### src/rtl/inst_encoder_loader.sv
// Instruction encoder/loader: packs decoded fields into 32-bit words
// and streams them into instruction memory at consecutive addresses.
module inst_encoder_loader #(
    parameter int ADDR_W = 8
) (
    input  logic              clk,
    input  logic              rst,
    input  logic              start,
    input  logic [ADDR_W-1:0] base_addr,
    input  logic              in_valid,
    output logic              in_ready,
    input  logic              in_last,
    input  logic              f_musel,
    input  logic [5:0]        f_rd,
    input  logic [5:0]        f_rs,
    input  logic [3:0]        f_aluop,
    input  logic [5:0]        f_rt,
    input  logic [15:0]       f_imm,
    output logic              mem_we,
    output logic [ADDR_W-1:0] mem_addr,
    output logic [31:0]       mem_wdata,
    output logic              busy,
    output logic              done,
    output logic              err_imm,
    output logic              err_ovf,
    output logic [ADDR_W:0]   inst_count
);

    typedef enum logic [1:0] {
        IDLE,
        RUN,
        DONE
    } state_t;

    localparam logic [ADDR_W-1:0] LAST_ADDR = '1;

    state_t            state;
    state_t            state_nxt;
    logic [ADDR_W-1:0] wr_addr;
    logic              at_end;
    logic              fin;
    logic              accept;
    logic              at_last;
    logic              imm_ok;
    logic [8:0]        imm9;
    logic [31:0]       word;

    // fin marks that the final word is in flight; no more accepts after it
    assign in_ready = (state == RUN) && !at_end && !fin;
    assign accept   = in_valid && in_ready;
    assign at_last  = (wr_addr == LAST_ADDR);
    assign imm_ok   = (f_imm[15:9] == {7{f_imm[8]}});
    assign imm9     = f_musel ? f_imm[8:0] : 9'd0;
    assign word     = {f_musel, f_rd, f_rs, f_aluop, f_rt, imm9};
    assign busy     = (state == RUN);
    assign done     = (state == DONE);

    // State register
    always_ff @(posedge clk) begin
        if (rst) begin
            state <= IDLE;
        end else begin
            state <= state_nxt;
        end
    end

    // Next-state: leave RUN on the edge that closes the last write cycle
    always_comb begin
        state_nxt = state;
        case (state)
            IDLE: begin
                if (start) begin
                    state_nxt = RUN;
                end
            end
            RUN: begin
                if (fin) begin
                    state_nxt = DONE;
                end
            end
            DONE: begin
                state_nxt = IDLE;
            end
            default: begin
                state_nxt = IDLE;
            end
        endcase
    end

    // Write port, address/count tracking and sticky error flags
    always_ff @(posedge clk) begin
        if (rst) begin
            mem_we     <= 1'b0;
            mem_addr   <= '0;
            mem_wdata  <= '0;
            wr_addr    <= '0;
            at_end     <= 1'b0;
            fin        <= 1'b0;
            err_imm    <= 1'b0;
            err_ovf    <= 1'b0;
            inst_count <= '0;
        end else begin
            mem_we <= accept;
            if (state == IDLE && start) begin
                wr_addr    <= base_addr;
                at_end     <= 1'b0;
                fin        <= 1'b0;
                err_imm    <= 1'b0;
                err_ovf    <= 1'b0;
                inst_count <= '0;
            end else if (state == DONE) begin
                fin <= 1'b0;
            end else if (accept) begin
                mem_addr   <= wr_addr;
                mem_wdata  <= word;
                wr_addr    <= wr_addr + 1'b1;
                inst_count <= inst_count + 1'b1;
                if (f_musel && !imm_ok) begin
                    err_imm <= 1'b1;
                end
                if (at_last) begin
                    at_end <= 1'b1;
                end
                if (at_last && !in_last) begin
                    err_ovf <= 1'b1;
                end
                if (at_last || in_last) begin
                    fin <= 1'b1;
                end
            end
        end
    end

endmodule

### config.mk
export PLATFORM = sky130hd
export DESIGN_NAME = inst_encoder_loader
export DESIGN_NICKNAME = d
export VERILOG_FILES = /design/src/rtl/inst_encoder_loader.sv
export SDC_FILE = /design/constraint.sdc
export NUM_CORES = 1
export LEC_CHECK = 0
export ABC_AREA = 1
export CORE_UTILIZATION = 43
export DETAILED_ROUTE_END_ITERATION = 7
export PLACE_DENSITY = 0.79
export SLEW_MARGIN = 20
export SYNTH_ARGS = -nofsm -noshare
export SYNTH_HDL_FRONTEND = slang
export SYNTH_SLANG_ARGS = --single-unit
### constraint.sdc
create_clock -name clk -period 1.55 [get_ports clk]
set_input_delay 0.465 -clock clk [delete_from_list [all_inputs] [get_ports clk]]
set_output_delay 0.465 -clock clk [all_outputs]
set_load 0.02 [all_outputs]
==> results.sh, run 1 <==
export IMPL_syn2layout_area_growth_pct=53.65
export IMPL_overflow=0
export IMPL_power_density_nw_per_um2=927.1
export IMPL_antenna_found_initial=0
export IMPL_fin_skew_ps=6.671
export IMPL_syn_avg_cell_area_sq_um=7.027
export IMPL_crit_fanout=4
export IMPL_setup_tns_ps=-6.580
export IMPL_cts_root_buf="clkbuf_8"
export IMPL_syn_inst=388
export IMPL_rows=28
export IMPL_synthesis_area_sq_um=2726
export IMPL_status="finished, violations left"
export IMPL_cts_max_level=3
export IMPL_hp_class="reg2reg"
export IMPL_top_layer="met4"
export IMPL_ys_seq_elements=64
export IMPL_p_int_uw=2940
export IMPL_synthTopCellsByCount="125 x nand2_1, 64 x dfxtp_1, 55 x a21oi_1"
export IMPL_synth_net_count=442
export IMPL_core_sq_um=6026
export IMPL_swShare_pct=24.29
export IMPL_numCtsBuffers=9
export IMPL_violations="negative setup slack"
export IMPL_die_x_um=81.63
export IMPL_synth_edf_count=0
export IMPL_rsz0062_at_grt="yes"
export IMPL_maxSlewViolCount=0
export IMPL_nNetsFinal=569
export IMPL_ios=107
export IMPL_p_leak_uw=0.001910
export IMPL_path_class="reg2out"
export IMPL_yosysSeqAreaShare_pct=46.99
export IMPL_clk_pin_slew_ps=70
export IMPL_setup_viol=1
export IMPL_drc=0
export IMPL_async_flop_share_pct=0
export IMPL_seqPwrFrac_pct=45.1
export IMPL_fmax_mhz=642.4
export IMPL_hold_start="err_ovf"
export IMPL_net_switching_power_uw=943.2
export IMPL_min_to="err_ovf"
export IMPL_yosys_area_top_type="dfxtp_1"
export IMPL_gp_congestion=0.8885
export IMPL_place_hpwl_um=5332
export IMPL_maxCapViolCount=0
export IMPL_endpoint_kind="output pin"
export IMPL_reg2regPathDepth=8
export IMPL_synth_flop_cell="dfxtp_1"
export IMPL_grt_max_degree=23
export IMPL_met1_length_um=2969
export IMPL_synthDistinctLibCells=21
export IMPL_yosysMostFrequentCell="nand2_1"
export IMPL_grt_total_usage_pct=22.61
export IMPL_required_ps=1080
export IMPL_clock_path_buffers=2
export IMPL_yosys_top_cells_area="dfxtp_1 47%, nand2_1 17%, a21oi_1 10%, nor2_1 5.4%, inv_1 4.8%"
export IMPL_r2r_end="mem_wdata[2]"
export IMPL_cp_arrival_ps=1090
export IMPL_setup_ws_ps=-6.580
export IMPL_irDropWorstVdd_v=0.0007183
export IMPL_port_buffers=106
export IMPL_pwr_share_comb_pct=14.8
export IMPL_cts_sinks=64
export IMPL_cts_tree="yes"
export IMPL_route_met2_wl_um=3597
export IMPL_grt_pass1_wl_um=11540
export IMPL_crit_path_start="state[1]"
export IMPL_timing_rr_start="state[0]"
export IMPL_period_minus_slack_ps=1557
export IMPL_drive_above_1_share_pct=11.35
export IMPL_slew_headroom_pct=79.00
export IMPL_hold_ws_ps=450.2
export IMPL_fin_cells=595
export IMPL_cts_setup_buffers=0
export IMPL_die_h_um=81.63
export IMPL_post_route_period_util_pct=100.4
export IMPL_grt_pass1_vias=2714
export IMPL_rrSetupSlack_ps=90
export IMPL_synth_top_area_share_pct=46.99
export IMPL_initial_utilization_pct=45.25
export IMPL_min_path_cells=2
export IMPL_wire_per_inst_um=12.34
export IMPL_cp_start_kind="flop"
export IMPL_p_total_uw=3884
export IMPL_die_area_sq_um=6663
export IMPL_worst_slew_pin_slew_ps=313.8
export IMPL_dp_cells=579
export IMPL_postRouteAntennaNets=0
export IMPL_ys_warnings_count=0
export IMPL_viasPerCell=4.904
export IMPL_wl_met3_um=704
export IMPL_vias=2918
export IMPL_hold_violations=0
export IMPL_pwr_share_clk_pct=40.1
export IMPL_drt_iter0_drc=105
export IMPL_routed_wl_um=7345
export IMPL_clk_latency_ps=330
export IMPL_antenna_cells=0
export IMPL_dr_pass1_iters=5
sequential cells by signal, indices dropped and copies added (netlist names):
signal,flops
mem_wdata,32
inst_count,9
mem_addr,8
wr_addr,8
state,2
at_end,1
err_imm,1
err_ovf,1
fin,1
mem_we,1
worst max path at each step:
stage	end	cells after the start	slack [ps]
after detailed placement	in_ready	4	-250
after global routing	in_ready	4	-40
after global placement	mem_wdata[8]	6	-210
after CTS	in_ready	4	-80
final	in_ready	4	-7
after floorplan	inst_count[8]	8	220
routing by layer:
| metal | vias to the layer above | track usage (%) |
|---|---|---|
| met4 | 0 | 7.895 |
| li1 | 1487 | - |
| met5 | - | 0 |
| met2 | 114 | 40.42 |
| met3 | 10 | 8.778 |
| met1 | 1307 | 24.11 |
per-stage QoR:
stage / setup slack, ps / utilization (%) / instance area (sq um)
floorplan: 219.0 / - / 2726
global placement: -207.8 / 66.61 / 4014
detailed placement: -246.0 / 66.61 / 4014
CTS: -80.06 / 69.00 / 4158
global route: -41.48 / 69.52 / 4189
finish: -6.580 / 69.52 / 4189
logic make-up (layout without fill, tap and decap cells):
group / Yosys count / count (layout) / synth area share, %
simple gates: 198 / 198 / 30.38
compound gates: 67 / 67 / 12.39
flops: 64 / 64 / 46.99
buf+inv: 56 / 188 / 8.995
fa+ha+maj: 2 / 2 / 0.9177
xor+xnor: 1 / 1 / 0.3213
worst max-delay path, cell delays in order (launching register included):
cell and delay [ps]:
dfxtp_4 360, inv_4 80, nand3_4 80, nor2_4 120
buf_6 120
placed cells by master (no fill, tap or decap), types with 2 or more instances in the layout:
master / instances
o21ai_0: 11
nand4_1: 6
inv_1: 33
nor2_1: 38
a21oi_1: 55
nand3_1: 22
clkdlybuf4s50_1: 51
nor2_4: 2
dlygate4sd2_1: 50
dfxtp_1: 61
buf_4: 27
buf_12: 2
nand2_1: 125
bufinv_16: 2
ha_1: 2
inv_2: 4
dfxtp_2: 2
clkbuf_8: 10
clkbuf_1: 3
final cells by class:
| cell class | instances | area (sq um) |
|---|---|---|
| inverter | 38 | 145.1 |
| tap | 75 | 93.84 |
| fill | 566 | 1837 |
| sequential | 64 | 1287 |
| clock inverter | 3 | 65.06 |
| clock buffer | 13 | 148.9 |
| multi-input combinational | 268 | 1220 |
| timing repair buffer | 134 | 1229 |
power groups by stage:
stage          Clock (uW)  Combinational (uW)  Sequential [uW]
6_report             1560                 575             1750
4_1_cts              1580                 568             1750
2_1_floorplan           0                 227             1840
3_3_place_gp            0                 587             1790
3_5_place_dp            0                 599             1790
5_1_grt              1670                 629             1760
timing repair:
item                                    4_1_cts  5_1_grt
endpoints found under the setup margin       55        4
pin swaps                                     0        2
hold buffers                                  0        0
endpoints found under the hold margin         0        0
gates resized for setup                      71       10
No activity file was read; power rests on OpenSTA's default activity.
==> run 2, diff against run 1 <==
--- a/config.mk
+++ b/config.mk
@@ -6,6 +6,7 @@
 export NUM_CORES = 1
 export LEC_CHECK = 0
 export ABC_AREA = 1
+export CORE_MARGIN = 4
 export CORE_UTILIZATION = 43
 export DETAILED_ROUTE_END_ITERATION = 7
 export PLACE_DENSITY = 0.79
==> run 2 against run 1 <==
The flow still finishes with violations (negative setup slack). Clock power about the same. Worst setup slack got worse by 9.2 ps. Critical endpoint unchanged. Via count shrank 0.69%.
==> results.sh, run 2 (synthesized netlist as in run 1, its figures left out) <==
export IMPL_postRouteAntennaNets=0
export IMPL_overflow=0
export IMPL_hold_violations=0
export IMPL_largest_register_ffs=32
export IMPL_initial_utilization_pct=45.25
export IMPL_numCtsBuffers=9
export IMPL_required_ps=1080
export IMPL_port_buffers=106
export IMPL_die_area_sq_um=7678
export IMPL_ios=107
export IMPL_fin_area_sq_um=4197
export IMPL_period_minus_slack_ps=1566
export IMPL_reg_top3="mem_wdata x32, inst_count x9"
export IMPL_cp_arrival_ps=1100
export IMPL_maxCapViolCount=0
export IMPL_antenna_cells=0
export IMPL_cts_sinks=64
export IMPL_status="finished, violations left"
export IMPL_setup_viol=1
export IMPL_endpoint_kind="output pin"
export IMPL_grt_max_degree=29
export IMPL_antenna_found_initial=0
export IMPL_die_h_um=87.63
export IMPL_rsz0062_at_grt="yes"
export IMPL_place_hpwl_um=5509
export IMPL_syn2layout_area_growth_pct=53.92
export IMPL_rows=28
export IMPL_core_sq_um=6026
export IMPL_worst_slew_pin_slew_ps=320.4
export IMPL_hp_class="reg2reg"
export IMPL_drt_iter0_drc=130
export IMPL_routed_wl_um=7483
export IMPL_rrSetupSlack_ps=160
export IMPL_die_x_um=87.63
export IMPL_final_cell_mix="125 x nand2_1, 62 x dfxtp_1, 55 x a21oi_1"
export IMPL_fmax_mhz=638.7
export IMPL_vias=2898
export IMPL_grt_pass1_wl_um=12100
export IMPL_fill_cells=536
export IMPL_grt_total_usage_pct=19.86
export IMPL_cts_root_buf="clkbuf_8"
export IMPL_drc=0
export IMPL_violations="negative setup slack"
export IMPL_p_total_uw=3925
export IMPL_post_route_period_util_pct=101.0
export IMPL_drive_above_1_share_pct=10.62
export IMPL_power_density_nw_per_um2=935.4
export IMPL_path_class="reg2out"
export IMPL_viasPerCell=4.887
export IMPL_cts_tree="yes"
export IMPL_dpl_cell_area_sq_um=4019
export IMPL_clk_pin_slew_ps=70
export IMPL_irDropWorstVdd_v=0.0006608
export IMPL_clk_latency_ps=330
export IMPL_fin_skew_ps=7.620
export IMPL_setup_ws_ps=-15.79
export IMPL_wire_per_inst_um=12.62
export IMPL_cp_start_kind="flop"
export IMPL_hold_buffers=0
export IMPL_crit_fanout=4
export IMPL_gp_congestion=0.8167
export IMPL_hold_ws_ps=450.5
export IMPL_slew_headroom_pct=78.56
export IMPL_grt_pass1_vias=2696
export IMPL_maxSlewViolCount=0
export IMPL_cts_max_level=3
export IMPL_nNetsFinal=568
export IMPL_clock_path_buffers=2
export IMPL_top_register="mem_wdata"
export IMPL_p_leak_uw=0.001910
export IMPL_cts_setup_buffers=0
export IMPL_layout_commonest_cell="nand2_1"
export IMPL_dr_pass1_iters=5
run 2: cell types whose count changed in the layout (fill, tap and decap cells not counted), moves of 2 or more:
cell and change:
dlygate4sd2_1 -3, clkdlybuf4s15_1 +4, buf_4 -3, clkbuf_1 -2
run 2: area by class of cell:
type | count | area (sq um) | share of cell area (%)
clock buffers | 12 | 155.1 | 3.697
clock inverters | 3 | 65.06 | 1.550
inverters | 38 | 145.1 | 3.459
multi-input cells | 268 | 1214 | 28.92
flip-flops and latches | 64 | 1284 | 30.59
well taps | 75 | 93.84 | 2.236
repair buffers | 133 | 1240 | 29.55
run 2: per-stage QoR:
step / setup TNS, ps / setup WS [ps] / std cells / util, %
after global routing: -62.93 / -62.93 / 593 / 69.64
after global placement: -10620 / -196.8 / 578 / 66.69
after CTS: -43.75 / -43.75 / 593 / 69.10
final: -15.79 / -15.79 / 593 / 69.64
after detailed placement: -11980 / -248.6 / 578 / 66.69
after floorplan: 0 / 219.0 / 388 / -
run 2: what timing repair did:
action / CTS / global route
endpoints found under the hold margin: 0 / 0
pin swaps: 0 / 0
resized for setup: 68 / 11
gates cloned: 0 / 0
endpoints found under the setup margin: 55 / 14
run 2: power by group:
| part | internal, uW | total (uW) | switching [uW] |
|---|---|---|---|
| combinational | 284 | 582 | 298 |
| sequential | 1710 | 1750 | 39.8 |
| clock | 983 | 1590 | 611 |
| total | 2980 | 3930 | 948 |
run 2: worst paths after layout:
kind	cells after the start	to	startpoint
worst max-delay path	4	in_ready	state[1]
worst min-delay path	2	err_ovf	err_ovf
worst max register to register	7	inst_count[2]	state[0]
worst min register to register	2	err_ovf	err_ovf
run 2: layer usage:
metal	global-route usage (%)	wire (um)	share of wire, %	vias to the layer above
li1	-	-	-	1480
met1	23.32	3048	41	1312
met2	32.19	3567	48	99
met3	9.407	805	11	7
met4	6.137	60	0.80	0
met5	0	0	0	-
run 2: worst max-delay path, stage by stage, from the launching register on:
cell,delay [ps]
dfxtp_2,350
inv_4,80
nand3_2,100
nor2_1,100
buf_4,150
